**config.mk**
```make
export PLATFORM = sky130hd
export DESIGN_NAME = reg_file_rename
export DESIGN_NICKNAME = d
export VERILOG_FILES = /design/src/rtl/reg_file_rename.sv
export SDC_FILE = /design/constraint.sdc
export NUM_CORES = 2
export LEC_CHECK = 0
export ABC_AREA = 0
export CELL_PAD_IN_SITES_DETAIL_PLACEMENT = 0
export CELL_PAD_IN_SITES_GLOBAL_PLACEMENT = 1
export CORE_ASPECT_RATIO = 0.6
export CORE_UTILIZATION = 49
export DETAILED_ROUTE_END_ITERATION = 6
export PLACE_DENSITY_LB_ADDON = 0.15
export SKIP_CTS_REPAIR_TIMING = 1
export SKIP_LAST_GASP = 1
export SLEW_MARGIN = 20
export SYNTH_ARGS = -nofsm -noshare
export SYNTH_HDL_FRONTEND = slang
export SYNTH_SLANG_ARGS = --single-unit
export TNS_END_PERCENT = 10
```
**constraint.sdc**
```tcl
create_clock -name clk -period 5.68 [get_ports clk]
set_input_delay 1.42 -clock clk [delete_from_list [all_inputs] [get_ports clk]]
set_output_delay 1.42 -clock clk [all_outputs]
set_load 0.02 [all_outputs]
```
**src/rtl/reg_file_rename.sv**
```systemverilog
// Architectural register file with per-register rename tags.
// Sources resolve to a committed value, a same-cycle commit bypass, or a pending ROB tag.
module reg_file_rename #(
   parameter int unsigned XLEN  = 32,
   parameter int unsigned NREG  = 32,
   parameter int unsigned IDX_W = 5,
   parameter int unsigned TAG_W = 4,
   parameter int unsigned NRP   = 2
) (
   input  logic                 clk,
   input  logic                 rst,
   input  logic                 rdy,
   input  logic [NRP*IDX_W-1:0] rd_idx,
   output logic [NRP*XLEN-1:0]  rd_value,
   output logic [NRP-1:0]       rd_busy,
   output logic [NRP*TAG_W-1:0] rd_tag,
   input  logic                 issue_valid,
   input  logic [IDX_W-1:0]     issue_rd,
   input  logic [TAG_W-1:0]     issue_tag,
   input  logic                 commit_valid,
   input  logic [IDX_W-1:0]     commit_rd,
   input  logic [TAG_W-1:0]     commit_tag,
   input  logic [XLEN-1:0]      commit_value,
   input  logic                 jump_wrong,
   output logic [IDX_W:0]       busy_cnt
);

   logic [XLEN-1:0]  value_q [NREG];
   logic [XLEN-1:0]  value_d [NREG];
   logic [TAG_W-1:0] tag_q   [NREG];
   logic [TAG_W-1:0] tag_d   [NREG];
   logic [NREG-1:0]  busy_q;
   logic [NREG-1:0]  busy_d;

   always_comb begin
      value_d = value_q;
      tag_d   = tag_q;
      busy_d  = busy_q;
      // Commit value always lands; busy only clears if no younger rename replaced the tag.
      if (commit_valid && (commit_rd != '0)) begin
         value_d[commit_rd] = commit_value;
         if (tag_q[commit_rd] == commit_tag) begin
            busy_d[commit_rd] = 1'b0;
         end
      end
      if (jump_wrong) begin
         busy_d = '0;
      end else if (issue_valid && (issue_rd != '0)) begin
         busy_d[issue_rd] = 1'b1;
         tag_d[issue_rd]  = issue_tag;
      end
      busy_d[0] = 1'b0;
   end

   always_ff @(posedge clk or negedge rst) begin
      if (!rst) begin
         value_q <= '{default: '0};
         tag_q   <= '{default: '0};
         busy_q  <= '0;
      end else if (rdy) begin
         value_q <= value_d;
         tag_q   <= tag_d;
         busy_q  <= busy_d;
      end
   end

   for (genvar p = 0; p < NRP; p++) begin : g_rd
      logic [IDX_W-1:0] idx;
      logic             bypass;
      logic [XLEN-1:0]  val;
      logic             bsy;
      logic [TAG_W-1:0] tg;

      assign idx    = rd_idx[p*IDX_W +: IDX_W];
      assign bypass = commit_valid && (commit_rd == idx) && busy_q[idx] &&
                      (tag_q[idx] == commit_tag);

      always_comb begin
         val = '0;
         bsy = 1'b0;
         tg  = '0;
         if (idx == '0) begin
            val = '0;
         end else if (bypass) begin
            val = commit_value;
            tg  = tag_q[idx];
         end else begin
            val = value_q[idx];
            bsy = busy_q[idx];
            tg  = tag_q[idx];
         end
      end

      assign rd_value[p*XLEN +: XLEN]  = val;
      assign rd_busy[p]                = bsy;
      assign rd_tag[p*TAG_W +: TAG_W]  = tg;
   end

   always_comb begin
      busy_cnt = '0;
      for (int i = 0; i < NREG; i++) begin
         busy_cnt = busy_cnt + (IDX_W+1)'(busy_q[i]);
      end
   end

endmodule

```
==> flow_summary.html <==
<table>
<tr><th>Metric</th><th>Value</th></tr>
<tr><th colspan="2">Yosys</th></tr>
<tr><td>Fraction of registers with async set/reset</td><td>100%</td></tr>
<tr><td>Proportion of synthesized chip area in sequential cells</td><td>45.0%</td></tr>
<tr><td>Gate count of the mapped netlist</td><td>4212</td></tr>
<tr><td>Most area-hungry cell type in the Yosys netlist</td><td>sky130_fd_sc_hd__dfrtp_1</td></tr>
<tr><td>Synthesized area</td><td>65800 um2</td></tr>
<tr><td>Distinct cells, synth</td><td>53</td></tr>
<tr><td>Dominant cell by count in the synthesized netlist</td><td>sky130_fd_sc_hd__dfrtp_1</td></tr>
<tr><td>Area share of the largest cell type after synthesis</td><td>45.0%</td></tr>
<tr><td>Nets in the synthesized netlist</td><td>4308</td></tr>
<tr><td>Top cells by area, synth</td><td>sky130_fd_sc_hd__dfrtp_1, sky130_fd_sc_hd__mux4_2, sky130_fd_sc_hd__mux2_2, sky130_fd_sc_hd__clkbuf_1, sky130_fd_sc_hd__mux2i_1</td></tr>
<tr><td>Top cell types by occurrence after synthesis</td><td>sky130_fd_sc_hd__dfrtp_1, sky130_fd_sc_hd__mux2_2, sky130_fd_sc_hd__mux4_2</td></tr>
<tr><td>FF+latch count, synth</td><td>1183</td></tr>
<tr><td>EDFF count, synth</td><td>0</td></tr>
<tr><td>Primary flip-flop cell chosen by synthesis mapping</td><td>sky130_fd_sc_hd__dfrtp_1</td></tr>
<tr><td>Syn avg cell area</td><td>15.6 um2</td></tr>
<tr><td>Synth warnings</td><td>0</td></tr>
<tr><th colspan="2">Critical path</th></tr>
<tr><td>Cell at the slowest stage of the critical path</td><td>sky130_fd_sc_hd__fa_1</td></tr>
<tr><td>Beginning of the worst register-to-register path</td><td>tag_q[30]$_DFFE_PN0P_</td></tr>
<tr><td>Endpoint arrival time on the critical path</td><td>5.54 ns</td></tr>
<tr><td>Count of cell instances traversed by the critical path</td><td>18</td></tr>
<tr><td>CP cell instances</td><td>fa_1 &gt; fa_1 &gt; inv_1 &gt; fa_1 &gt; inv_1 &gt; fa_1 &gt; fa_1 &gt; inv_1 &gt; fa_1 &gt; inv_2 &gt; fa_2 &gt; inv_2 &gt; fa_2 &gt; inv_1 &gt; a21o_1 &gt; a21oi_2 &gt; xnor2_2 &gt; buf_4</td></tr>
<tr><td>Most Frequent Cell on Critical Path</td><td>sky130_fd_sc_hd__fa_1</td></tr>
<tr><td>Critical path's largest stage delay</td><td>0.53 ns</td></tr>
<tr><td>Critical Path Start Type</td><td>flop</td></tr>
<tr><td>Worst r2r path cells</td><td>9</td></tr>
<tr><td>FF-to-FF setup slack</td><td>2.24 ns</td></tr>
<tr><td>Endpoint of the most critical register-to-register path</td><td>busy_q[25]$_DFFE_PN0P_</td></tr>
<tr><td>Critical path peak fanout</td><td>2</td></tr>
<tr><td>Critical Path RT</td><td>4.26 ns</td></tr>
<tr><td>Buffers &amp; Inverters on Critical Path</td><td>7</td></tr>
<tr><td>Crit path launch</td><td>busy_q[28]$_DFFE_PN0P_</td></tr>
<tr><td>Gate family responsible for the most delay along the worst path</td><td>adder cells</td></tr>
<tr><td>WS Path Type</td><td>reg -&gt; out</td></tr>
<tr><td>Worst setup path endpoint</td><td>busy_cnt[4]</td></tr>
<tr><td>Capturing element type of the critical path</td><td>output port</td></tr>
<tr><th colspan="2">Global routing</th></tr>
<tr><td>First-pass GRT wire length</td><td>319000 um</td></tr>
<tr><td>Total global-route track usage</td><td>33.0%</td></tr>
<tr><td>Number of antenna violations at the first check in global routing</td><td>9</td></tr>
<tr><td>Grt ovf</td><td>0</td></tr>
<tr><td>Vias in the first global route</td><td>41758</td></tr>
<tr><td>Maximum number of pins on one net before global-route repair</td><td>132</td></tr>
<tr><th colspan="2">CTS</th></tr>
<tr><td>Clock slew at reported path FFs</td><td>0.06 ns</td></tr>
<tr><td>Clock Tree Buf Depth</td><td>3</td></tr>
<tr><td>TritonCTS clock tree</td><td>yes</td></tr>
<tr><td>Clock insertion delay at the later pin of the skew report</td><td>0.74 ns</td></tr>
<tr><td>Total clock buffers created by CTS</td><td>114</td></tr>
<tr><td>CTS H-tree depth</td><td>3</td></tr>
<tr><td>Clock tree sinks</td><td>1183</td></tr>
<tr><td>Root buffer cell</td><td>sky130_fd_sc_hd__clkbuf_16</td></tr>
<tr><th colspan="2">STA</th></tr>
<tr><td>Tcrit/Tclk final</td><td>122%</td></tr>
<tr><td>Hold Vio Cnt, Final</td><td>0</td></tr>
<tr><td>Setup TNS</td><td>-45.97 ns</td></tr>
<tr><td>Timing-limited maximum frequency</td><td>144 MHz</td></tr>
<tr><td>Worst path setup slack after routing</td><td>-1.28 ns</td></tr>
<tr><td>Final Skew</td><td>0.0122 ns</td></tr>
<tr><td>Pins Over Slew Limit</td><td>0</td></tr>
<tr><td>Period minus WS final</td><td>6.96 ns</td></tr>
<tr><td>Measured slew at the worst slew-check pin</td><td>1.21 ns</td></tr>
<tr><td>Setup violation total in the final timing report</td><td>72</td></tr>
<tr><td>Setup repair after global routing missed its margin</td><td>true</td></tr>
<tr><td>Slew headroom</td><td>19.0%</td></tr>
<tr><th colspan="2">Floorplanning</th></tr>
<tr><td>Width of the die</td><td>475 um</td></tr>
<tr><td>Number of core rows</td><td>103</td></tr>
<tr><td>Area of the die</td><td>136000 um2</td></tr>
<tr><td>Initial Utilization</td><td>49.7%</td></tr>
<tr><td>Area of the core</td><td>132000 um2</td></tr>
<tr><td>Number of top-level pins</td><td>146</td></tr>
<tr><td>Die outline height</td><td>286 um</td></tr>
<tr><th colspan="2">Placed design</th></tr>
<tr><td>Number of buffer cells added on primary ports</td><td>145</td></tr>
<tr><td>Placement-stage worst setup slack</td><td>-1.37 ns</td></tr>
<tr><td>Routability congestion estimate from global placement</td><td>1.01</td></tr>
<tr><td>Total half-perimeter wirelength after legalization and detailed placement</td><td>140000 um</td></tr>
<tr><th colspan="2">Min path</th></tr>
<tr><td>Hold Crit Class</td><td>reg -&gt; reg</td></tr>
<tr><th colspan="2">Finish</th></tr>
<tr><td>Final net count</td><td>4486</td></tr>
<tr><td>Area Growth Syn to Fin</td><td>14.9%</td></tr>
<tr><td>Sequential cell area</td><td>29600 um2</td></tr>
<tr><td>Multi-input logic area</td><td>34400 um2</td></tr>
<tr><td>Filler instances</td><td>10384</td></tr>
<tr><td>Proportion of layout cells with a drive suffix above 1</td><td>57.5%</td></tr>
<tr><th colspan="2">Pwr</th></tr>
<tr><td>Pwr per Cell Area</td><td>302 nW/um2</td></tr>
<tr><td>Worst IR Drop VDD</td><td>275 uV</td></tr>
<tr><td>Leakage power total</td><td>33.8 nW</td></tr>
<tr><th colspan="2">Detailed routing</th></tr>
<tr><td>Detailed-route wire length per cell</td><td>35.2 um</td></tr>
<tr><td>DR vias</td><td>42451</td></tr>
<tr><td>Number of design-rule violations left by the first detailed-router iteration</td><td>4652</td></tr>
<tr><td>Number of detailed-route iterations in the first pass</td><td>5</td></tr>
<tr><td>Drt drc</td><td>0</td></tr>
<tr><td>Vias per Instance</td><td>6.77</td></tr>
<tr><td>Wirelength, routed</td><td>221000 um</td></tr>
<tr><td>Detail Route Antenna Nets</td><td>0</td></tr>
<tr><th colspan="2">Status</th></tr>
<tr><td>Result of the run</td><td>finished with violations</td></tr>
<tr><td>Violations in the final reports</td><td>setup timing</td></tr>
<tr><th colspan="2">Flow run</th></tr>
<tr><td>Maxcap violations</td><td>0</td></tr>
</table>
logic make-up (layout without fill, tap and decap cells):
logic type	count (synthesis)	in the layout	synth area share, %
muxes	2001	2001	46.9
DFF	1183	1183	45.0
buffers and inverters	504	775	3.06
and+or+nand+nor	366	366	2.64
AOI/OAI and AO/OA	107	107	1.25
adders and majority gates	30	30	0.833
xor gates and xnor gates	21	21	0.280
other	0	4	0
layout make-up:
| class | count | share of cell area [%] |
|---|---|---|
| Antenna cell | 4 | 0.0132 |
| Timing Repair Buffer | 530 | 6.98 |
| Clock inverter | 40 | 0.697 |
| Tap cell | 1785 | 2.96 |
| Sequential cell | 1183 | 39.2 |
| Clock buffer | 169 | 4.43 |
| Inverter | 36 | 0.179 |
| Multi-Input combinational cell | 2525 | 45.6 |
power by group:
group / total [W] / internal, W / switching (W)
clock: 0.00807 / 0.00458 / 0.00349
combinational: 0.00451 / 0.00256 / 0.00195
sequential: 0.0102 / 0.00944 / 0.000795
total: 0.0228 / 0.0166 / 0.00624
cells in the final DEF (no fill, tap or decap), drive strengths merged, types with 11 or more instances in the layout:
cell type         n
a31o             15
buf             422
bufinv           11
clkbuf          174
clkdlybuf4s50   103
clkinv           21
dfrtp          1183
fa               23
inv              40
mux2           1161
mux2i            90
mux4            750
nand2           171
nand2b           40
nor2             59
nor2b            16
nor3             16
o211ai           35
o311ai           16
or4              17
xor2             11
metal layers:
layer / vias to the layer above / wire (um) / GRT usage [%]
li1: 16731 / - / -
met1: 23330 / 102000 / 52.8
met2: 2070 / 90400 / 43.4
met3: 316 / 22600 / 9.76
met4: 4 / 5550 / 7.88
met5: - / 106 / 0.521
worst reg2reg max path, delay by kind of cell, from the launching register on:
family          cells  cell delay, ns
simple gates        2            0.70
xor+xnor            1            0.21
buf+inv             2            0.47
mux                 3            1.22
flops               1            0.48
compound gates      1            0.25
sequential cells by signal, indices dropped and copies added (netlist names):
signal	cells
busy_q	31
value_q	1024
tag_q	128
how the worst min path moves through the flow:
stage,startpoint,to,depth (start not counted)
4_1_cts,value_q[1000]$_DFFE_PN0P_,value_q[1000]$_DFFE_PN0P_,0
3_5_place_dp,value_q[1001]$_DFFE_PN0P_,value_q[1001]$_DFFE_PN0P_,0
5_1_grt,value_q[1002]$_DFFE_PN0P_,value_q[1002]$_DFFE_PN0P_,0
2_1_floorplan,value_q[1000]$_DFFE_PN0P_,value_q[1000]$_DFFE_PN0P_,1
3_3_place_gp,value_q[992]$_DFFE_PN0P_,value_q[992]$_DFFE_PN0P_,0
6_report,value_q[1000]$_DFFE_PN0P_,value_q[1000]$_DFFE_PN0P_,0
metrics by stage:
stage / hold WS, ns / std cells / instance area (um2) / utilization (%) / power [W]
after floorplan: 0.441 / 4212 / 65800 / - / 0.0131
after global placement: 0.377 / 6034 / 71300 / 53.9 / 0.0147
after detailed placement: 0.382 / 6035 / 71300 / 53.9 / 0.0148
after CTS: 0.398 / 6244 / 75200 / 56.8 / 0.0228
after global routing: 0.409 / 6268 / 75600 / 57.1 / 0.0236
final: 0.395 / 6272 / 75600 / 57.1 / 0.0228
No activity file was read; power rests on OpenSTA's default activity.
